$ cat config.mk
export PLATFORM = sky130hd
export DESIGN_NAME = conv_window_mac_flat
export DESIGN_NICKNAME = d
export VERILOG_FILES = /design/src/rtl/conv_pkg.sv /design/src/rtl/conv_window_mac_if.sv /design/src/rtl/conv_mac_row.sv /design/src/rtl/conv_window_mac.sv /design/src/flat_wrapper.sv
export SDC_FILE = /design/constraint.sdc
export NUM_CORES = 2
export LEC_CHECK = 0
export ABC_AREA = 1
export CORE_MARGIN = 2
export CORE_UTILIZATION = 50
export CTS_BUF_LIST = sky130_fd_sc_hd__clkbuf_16
export CTS_CLUSTER_DIAMETER = 100
export DETAILED_ROUTE_END_ITERATION = 16
export DONT_BUFFER_PORTS = 1
export PLACE_DENSITY = 0.72
export SLEW_MARGIN = 20
export SYNTH_ARGS = -nofsm -noshare
export SYNTH_HDL_FRONTEND = slang
export SYNTH_HIERARCHICAL = 1
export SYNTH_SLANG_ARGS = --single-unit
export TNS_END_PERCENT = 1
$ cat constraint.sdc
create_clock -name clk -period 7.7 [get_ports clk]
set_input_delay 0.77 -clock clk [delete_from_list [all_inputs] [get_ports clk]]
set_output_delay 0.77 -clock clk [all_outputs]
set_load 0.02 [all_outputs]
$ cat src/rtl/conv_pkg.sv
// Shared sizing helpers and reset constants for the KxK convolution engine.
package conv_pkg;

    // Number of pipeline stages: window, products, row sums, total/clip.
    localparam int STAGES = 4;

    // Signed product of a zero-extended pixel and a signed coefficient.
    function automatic int prod_w(input int data_w, input int coef_w);
        return data_w + coef_w + 1;
    endfunction

    // Accumulator wide enough for KERNEL*KERNEL products without overflow.
    function automatic int acc_w(input int data_w, input int coef_w, input int kernel);
        return prod_w(data_w, coef_w) + $clog2(kernel * kernel);
    endfunction

    // Flat coefficient index, row 0 is the top (oldest) window row.
    function automatic int coef_idx(input int row, input int col, input int kernel);
        return row * kernel + col;
    endfunction

    // Identity kernel: 1.0 in the centre tap, zero elsewhere.
    function automatic int identity_coef(input int idx, input int kernel, input int frac);
        return (idx == coef_idx(kernel / 2, kernel / 2, kernel)) ? (1 << frac) : 0;
    endfunction

endpackage

$ cat src/rtl/conv_window_mac_if.sv
// Row stream in, pixel stream out, coefficient write port and row pass-through.
interface conv_window_mac_if #(
    parameter int KERNEL = 3,
    parameter int DATA_W = 8,
    parameter int COEF_W = 10,
    parameter int OUT_W  = 8
);
    localparam int ADDR_W = $clog2(KERNEL * KERNEL);

    logic                       coef_wr_en;
    logic [ADDR_W-1:0]          coef_wr_addr;
    logic [COEF_W-1:0]          coef_wr_data;
    logic                       in_valid;
    logic                       in_ready;
    logic                       in_sof;
    logic [KERNEL*DATA_W-1:0]   in_row;
    logic [KERNEL*DATA_W-1:0]   pass_row;
    logic                       out_valid;
    logic                       out_ready;
    logic [OUT_W-1:0]           out_data;

    modport master (
        output coef_wr_en, coef_wr_addr, coef_wr_data,
        output in_valid, in_sof, in_row, out_ready,
        input  in_ready, pass_row, out_valid, out_data
    );

    modport slave (
        input  coef_wr_en, coef_wr_addr, coef_wr_data,
        input  in_valid, in_sof, in_row, out_ready,
        output in_ready, pass_row, out_valid, out_data
    );
endinterface

$ cat src/rtl/conv_mac_row.sv
// One window row times its KERNEL coefficients: registered products (S2)
// then a registered signed row sum (S3). Both stages hold when advance is low.
module conv_mac_row import conv_pkg::*; #(
    parameter int KERNEL = 3,
    parameter int DATA_W = 8,
    parameter int COEF_W = 10,
    parameter int ACC_W  = acc_w(8, 10, 3)
) (
    input  logic                            clk,
    input  logic                            reset,
    input  logic                            advance,
    input  logic [KERNEL-1:0][DATA_W-1:0]   pix,
    input  logic [KERNEL-1:0][COEF_W-1:0]   coef,
    output logic [ACC_W-1:0]                sum
);
    localparam int PROD_W = prod_w(DATA_W, COEF_W);

    logic signed [PROD_W-1:0] prod [KERNEL];
    logic signed [ACC_W-1:0]  row_total;

    // S2: pixel (zero-extended) times signed coefficient, per column.
    always_ff @(posedge clk) begin
        for (int c = 0; c < KERNEL; c++) begin
            if (reset)
                prod[c] <= '0;
            else if (advance)
                prod[c] <= PROD_W'($signed({1'b0, pix[c]})) * PROD_W'($signed(coef[c]));
        end
    end

    // Sign-extend and add the column products.
    always_comb begin
        row_total = '0;
        for (int c = 0; c < KERNEL; c++)
            row_total = row_total + ACC_W'(prod[c]);
    end

    // S3: register the row sum.
    always_ff @(posedge clk) begin
        if (reset)
            sum <= '0;
        else if (advance)
            sum <= row_total;
    end
endmodule

$ cat src/rtl/conv_window_mac.sv
// KxK sliding-window convolution: rows shift up into the window, each full
// window launches a token through products, row sums and a final
// shift/clip stage. Whole pipeline stalls together on !out_ready.
// Optional: define CONV_SATURATE_EN to clip results instead of wrapping.
module conv_window_mac import conv_pkg::*; #(
    parameter int KERNEL    = 3,
    parameter int DATA_W    = 8,
    parameter int COEF_W    = 10,
    parameter int FRAC_BITS = 8,
    parameter int OUT_W     = 8
) (
    input  logic            clk,
    input  logic            reset,
    conv_window_mac_if.slave bus
);
    localparam int NCOEF  = KERNEL * KERNEL;
    localparam int ADDR_W = $clog2(NCOEF);
    localparam int ACC_W  = acc_w(DATA_W, COEF_W, KERNEL);
    localparam int FILL_W = $clog2(KERNEL + 1);

    logic                                       advance;
    logic                                       accept;
    logic                                       launch;
    logic [KERNEL-1:0][KERNEL-1:0][DATA_W-1:0]  win;
    logic [NCOEF-1:0][COEF_W-1:0]               coef;
    logic [FILL_W-1:0]                          fill;
    logic [FILL_W-1:0]                          fill_nxt;
    logic [STAGES-1:0]                          vld_pipe;
    logic [KERNEL-1:0][ACC_W-1:0]               row_sum;
    logic signed [ACC_W-1:0]                    total;
    logic signed [ACC_W-1:0]                    shifted;
    logic [OUT_W-1:0]                           res;

    assign advance       = !vld_pipe[STAGES-1] || bus.out_ready;
    assign accept        = bus.in_valid && advance;
    assign bus.in_ready  = advance;
    assign bus.out_valid = vld_pipe[STAGES-1];
    assign bus.pass_row  = win[0];

    // Fill count after this accept; a token launches once the window is full.
    always_comb begin
        fill_nxt = fill;
        if (bus.in_sof)
            fill_nxt = FILL_W'(1);
        else if (fill != FILL_W'(KERNEL))
            fill_nxt = fill + 1'b1;
        launch = accept && (fill_nxt == FILL_W'(KERNEL));
    end

    // S1: window shift, fill tracking and the valid shift register.
    always_ff @(posedge clk) begin
        if (reset) begin
            win      <= '0;
            fill     <= '0;
            vld_pipe <= '0;
        end else if (advance) begin
            vld_pipe <= {vld_pipe[STAGES-2:0], launch};
            if (accept) begin
                for (int r = 0; r < KERNEL - 1; r++)
                    win[r] <= win[r+1];
                win[KERNEL-1] <= bus.in_row;
                fill          <= fill_nxt;
            end
        end
    end

    // Coefficient RAM; addresses past the last tap match no entry.
    always_ff @(posedge clk) begin
        for (int i = 0; i < NCOEF; i++) begin
            if (reset)
                coef[i] <= COEF_W'(identity_coef(i, KERNEL, FRAC_BITS));
            else if (bus.coef_wr_en && bus.coef_wr_addr == ADDR_W'(i))
                coef[i] <= bus.coef_wr_data;
        end
    end

    for (genvar r = 0; r < KERNEL; r++) begin : g_row
        conv_mac_row #(
            .KERNEL (KERNEL),
            .DATA_W (DATA_W),
            .COEF_W (COEF_W),
            .ACC_W  (ACC_W)
        ) u_row (
            .clk     (clk),
            .reset   (reset),
            .advance (advance),
            .pix     (win[r]),
            .coef    (coef[r*KERNEL +: KERNEL]),
            .sum     (row_sum[r])
        );
    end

    // S4 combinational: total, floor shift, then clip or wrap to OUT_W.
`ifdef CONV_SATURATE_EN
    localparam logic signed [ACC_W-1:0] OUT_MAX = ACC_W'((1 << OUT_W) - 1);

    always_comb begin
        total = '0;
        for (int r = 0; r < KERNEL; r++)
            total = total + $signed(row_sum[r]);
        shifted = total >>> FRAC_BITS;
        if (shifted < 0)
            res = '0;
        else if (shifted > OUT_MAX)
            res = '1;
        else
            res = shifted[OUT_W-1:0];
    end
`else
    logic unused_hi;
    assign unused_hi = ^shifted[ACC_W-1:OUT_W];

    always_comb begin
        total = '0;
        for (int r = 0; r < KERNEL; r++)
            total = total + $signed(row_sum[r]);
        shifted = total >>> FRAC_BITS;
        res     = shifted[OUT_W-1:0];
    end
`endif

    // S4 register: result holds while the consumer stalls.
    always_ff @(posedge clk) begin
        if (reset)
            bus.out_data <= '0;
        else if (advance)
            bus.out_data <= res;
    end
endmodule

$ cat src/flat_wrapper.sv
// flat-port wrapper written by rule: the top's interface ports become plain ports
module conv_window_mac_flat import conv_pkg::*;
#(
    parameter int KERNEL    = 3,
    parameter int DATA_W    = 8,
    parameter int COEF_W    = 10,
    parameter int FRAC_BITS = 8,
    parameter int OUT_W     = 8
)
  (clk, reset, bus_coef_wr_en, bus_coef_wr_addr, bus_coef_wr_data, bus_in_valid, bus_in_sof, bus_in_row, bus_out_ready, bus_in_ready, bus_pass_row, bus_out_valid, bus_out_data);
  conv_window_mac_if #(.KERNEL(KERNEL), .DATA_W(DATA_W), .COEF_W(COEF_W), .OUT_W(OUT_W)) bus_i ();
  input  logic clk;
  input  logic reset;
  input wire logic [$bits(bus_i.coef_wr_en)-1:0] bus_coef_wr_en;
  input wire logic [$bits(bus_i.coef_wr_addr)-1:0] bus_coef_wr_addr;
  input wire logic [$bits(bus_i.coef_wr_data)-1:0] bus_coef_wr_data;
  input wire logic [$bits(bus_i.in_valid)-1:0] bus_in_valid;
  input wire logic [$bits(bus_i.in_sof)-1:0] bus_in_sof;
  input wire logic [$bits(bus_i.in_row)-1:0] bus_in_row;
  input wire logic [$bits(bus_i.out_ready)-1:0] bus_out_ready;
  output wire logic [$bits(bus_i.in_ready)-1:0] bus_in_ready;
  output wire logic [$bits(bus_i.pass_row)-1:0] bus_pass_row;
  output wire logic [$bits(bus_i.out_valid)-1:0] bus_out_valid;
  output wire logic [$bits(bus_i.out_data)-1:0] bus_out_data;
  assign bus_i.coef_wr_en = bus_coef_wr_en;
  assign bus_i.coef_wr_addr = bus_coef_wr_addr;
  assign bus_i.coef_wr_data = bus_coef_wr_data;
  assign bus_i.in_valid = bus_in_valid;
  assign bus_i.in_sof = bus_in_sof;
  assign bus_i.in_row = bus_in_row;
  assign bus_i.out_ready = bus_out_ready;
  assign bus_in_ready = bus_i.in_ready;
  assign bus_pass_row = bus_i.pass_row;
  assign bus_out_valid = bus_i.out_valid;
  assign bus_out_data = bus_i.out_data;
  conv_window_mac #(.KERNEL(KERNEL), .DATA_W(DATA_W), .COEF_W(COEF_W), .FRAC_BITS(FRAC_BITS), .OUT_W(OUT_W)) u_core (.clk(clk), .reset(reset), .bus(bus_i));
endmodule
== Word-level counts from Yosys, hierarchy flattened ==
Memories as Yosys holds them, arrays and structs flattened.
Index checks and enable logic that the tools add are counted.

* Register bits: 224
* Logic and storage cells: 95
* Input bits: 44
* Memory bits (writable): 171
* Memories: 3

{| class="wikitable"
|+ Memories
! memory !! words !! width !! rd ports !! clocked after Yosys merged registers in !! wr ports !! RTL line !! RTL
|-
| u_core.g_row[0].u_row.prod || 3 || 19 || 3 || 0 || 3 || conv_mac_row.sv:18 || <nowiki>logic signed [PROD_W-1:0] prod [KERNEL];</nowiki>
|-
| u_core.g_row[1].u_row.prod || 3 || 19 || 3 || 0 || 3 || conv_mac_row.sv:18 ||
|-
| u_core.g_row[2].u_row.prod || 3 || 19 || 3 || 0 || 3 || conv_mac_row.sv:18 ||
|}

* Eq/ne operators: 10
* Muxes and demuxes: 16
* Add/subtract/negate cells: 9
* Bitwise logic cells: 9
* Reduce and logical (&&, ||, !) cells: 15
* Multipliers: 9

{| class="wikitable"
|+ Operator list
! kind !! count
|-
| $mul 9x10->19 || 9
|-
| $mux 19 || 9
|-
| $add 16x16->16 || 8
|-
| $eq 4x3->1 const B || 4
|-
| $logic_and 1x1->1 || 11
|-
| $or 1x1->1 || 9
|-
| $eq 4x2->1 const B || 2
|-
| $mux 1 || 5
|-
| $eq 4x1->1 const B || 1
|-
| $eq 4x4->1 const B || 1
|-
| $logic_not 4->1 || 1
|-
| $mux 2 || 2
|-
| $add 2x1->2 const B || 1
|-
| $eq 2x2->1 const B || 1
|-
| $ne 2x2->1 const B || 1
|-
| $reduce_and 2->1 || 1
|-
| $logic_not 1->1 || 1
|-
| $logic_or 1x1->1 || 1
|}

== Longest topological paths before layout ==
* Word-level depth: 6
* Mapped depth: 21
* Depth with buffers taken out: 20

== Cells and area by module ==
Netlist, hierarchy kept.

{| class="wikitable"
|+ By module, submodules not included
! module !! area each (sq um) !! seq. area each (sq um) !! cells an instance !! instances
|-
| conv_mac_row (u_core.g_row[1].u_row) || 14209.9 || 2132.0 || 1887 || 1
|-
| conv_mac_row (u_core.g_row[0].u_row) || 14207.4 || 2132.0 || 1892 || 1
|-
| conv_mac_row (u_core.g_row[2].u_row) || 14158.6 || 2132.0 || 1888 || 1
|-
| conv_window_mac || 7553.5 || 3523.4 || 1003 || 1
|}

== Least setup slack after synthesis ==
OpenSTA, ideal clock, no wires.

* Kind: register -> register
* Start: register u_core.win, in the netlist u_core/bus.pass_row[16]
* End: memory u_core/g_row[0].u_row/prod[2][17] (netlist bit), data pin
* Setup time: 0.255 ns
* Path slack: 3.341 ns
* Path buffers: 1
* Arrival: 4.105 ns
* Cell stages (with the launch flop): 16
* Path through: dfxtp_1 > clkbuf_1 > nand2_1 > inv_1 > fa_1 > fa_1 > inv_1 > fa_1 > fa_1 > inv_1 > ha_1 > inv_1 > nor3_1 > nand3_1 > a21oi_1 > nor2_1

{| class="wikitable"
|+ RTL lines
! element !! RTL line !! RTL
|-
| start: declaration || conv_window_mac.sv:24 || <nowiki>logic [KERNEL-1:0][KERNEL-1:0][DATA_W-1:0] win;</nowiki>
|-
| start signal: indexed assignment || conv_window_mac.sv:60 || <nowiki>win[r] <= win[r+1];</nowiki>
|-
| start signal: indexed assignment || conv_window_mac.sv:61 || <nowiki>win[KERNEL-1] <= bus.in_row;</nowiki>
|-
| end: declaration || conv_mac_row.sv:18 ||
|}

==> results.ini <==
[power_and_ir_drop]
p_per_area_mw_per_mm2=112
leakage_nw=26.5
vdd_drop_max_mv=0.175

[sta]
max_slew_margin_pct=29.6
period_share_pct=60.1
timing.final.ws_setup_ps=3070
slew_violations=0
fmax_mhz=216
rsz0062_at_grt=no
skew_ps=19.4
worst_pin_slew_ps=1050
min_period_ps=4630
setup_tns_ps=0
setup_violations=0
finalHoldViolations=0

[critical_path]
end_kind=register
critPathRequiredTime_ps=8110
worst_path_max_delay_cell=fa_1
path_cells=nand2_1, fa_1, fa_1, inv_1, fa_1, inv_1, fa_1, inv_1, ha_1, nand2_1, nor2_1, nand3_1, nand3_1, o21ai_0, a21oi_1
critPathBufInv=3
cp_common_cell=fa_1
startpoint_type=register
path_delay_family=adder cells
crit_type=register to register
critPathMaxFanout=12
slowest_delay_ps=680
cp.arrival_ps=5030

[drt]
drt_iter0_markers=2324
ant_nets=0
top_layer_used=met5
drcViolationCount=0
viasPerCell=5.00
met1Wirelength_mm=46.2
drt_first_pass_iters=6
post_drt_wl_per_cell_um=16.1
wl_met3_mm=7.19
met2_length_mm=50.7
vias=33400
routed_wirelength_mm=107

[global_routing]
grt_first_pass_wirelength_mm=176
grt.overflow.total=0
grt_max_degree=91
grt_pass1_vias=33700
antenna_found_initial=1
track_usage_pct=24.6

[cts]
clock_path_buffers=3
ctsHoldBuffers=0
cts-buffers-inserted=45
cts_sinks=368
cts_tree=yes
h-tree-depth=2
path_clk_slew_ps=60
cts_resized=0
cts.root.buffer_cell=clkbuf_16
post_cts_buffers=0
clk_latency_ps=590

[die]
die_x_um=299
rows=108
die_area_sq_mm=0.0893
fp.dieH_um=299
core_sq_mm=0.0865
io_pins=78
start_util_pct=50.3

[cells_and_area]
seqCellArea_sq_mm=0.00881
final_cells=6670
drive_gt1_share_pct=3.43
synthToLayoutAreaGrowth_pct=4.23
nFillCells=8220
n_antenna_cell=0
fin_nets=6492
multi_input_area_sq_mm=0.0277
final_area_sq_mm=0.0453

[placement]
portBuffers=0
dp_slack_ps=3080
dp_hpwl_mm=84.0
dpl_cell_area_sq_mm=0.0438
gp_congestion=0.936
placed_cells=6586

[synth]
avgSynthCellArea_sq_um=7.64
syn_area_sq_mm=0.0435
syn_inst=5690
ys_warn_count=6
syn-num-nets=6704

[flow_run]
maxCapViolations=0

[min_path]
hold_path.class=input pin to register

[status]
status=finished, final reports clean

==> power breakdown <==
group	switching [mW]	internal, mW	total (mW)
logic	0.341	0.190	0.532
registers	0.207	2.09	2.30
clock network	0.904	1.32	2.22
==> through the flow <==
step | hold slack, ps | util, % | power, mW
floorplan | 422 | - | 2.69
global placement | 439 | 50.6 | 2.85
detailed placement | 446 | 50.6 | 2.87
CTS | 220 | 52.4 | 5.09
global route | 238 | 52.4 | 5.25
finish | 255 | 52.4 | 5.06
==> cells in the final DEF, fill, tap and decap left out, drive strengths merged, types with 3 or more instances in the layout <==
master and count:
a21o 16, a21oi 213, a22o 3, a32o 3, and2 3, buf 12
bufinv 5, clkbuf 49, clkinv 19, dfxtp 224, edfxtp 144, fa 614
ha 356, inv 1532, nand2 1284, nand3 137, nand3b 10, nor2 550
o21a 7, o21ai 313, o21bai 10, or2 3
==> worst paths after layout <==
check	start	end	slack, ps	depth (start not counted)
max	u_core/win[32]	u_core/g_row[1].u_row/prod[1][15]	3070	15
min reg2reg	u_core/g_row[0].u_row/sum[3]	u_core/g_row[0].u_row/sum[3]	460	2
min	reset	u_core/vld_pipe[3]	250	1
max reg2reg	u_core/win[32]	u_core/g_row[1].u_row/prod[1][15]	3070	15
==> area by class of cell <==
class	instances	area share (%)
Clock inverter	35	0.679
Inverter	1523	12.6
Timing Repair Buffer	12	0.199
Clock buffer	49	2.71
Tap cell	1155	3.19
Multi-Input combinational cell	3528	61.2
Sequential cell	368	19.4
==> flip-flops by register name, summed over array words and instances (netlist names) <==
register and cells:
u_core/vld_pipe 4, u_core/g_row.u_row/prod 144, u_core/bus.pass_row 24, u_core/g_row.u_row/sum 48, u_core/bus.out_data 8, u_core/win 48, u_core/fill 2, u_core/coef 90
==> metal layers <==
metal | vias to the layer above | GRT usage (%)
li1 | 16200 | -
met1 | 16000 | 32.9
met2 | 987 | 41.7
met3 | 176 | 3.45
met4 | 2 | 7.30
met5 | - | 0
==> worst register-to-register path, cell delays in order, from the launching register on <==
cell and delay, ps:
dfxtp_1 660, nand2_1 250, fa_1 680, fa_1 540, inv_1 60, fa_1 530, inv_1 50, fa_1 470
inv_1 70, ha_1 390, nand2_1 110, nor2_1 150, nand3_1 90, nand3_1 110, o21ai_0 80, a21oi_1 230
Power figures use the tool's default switching activity.
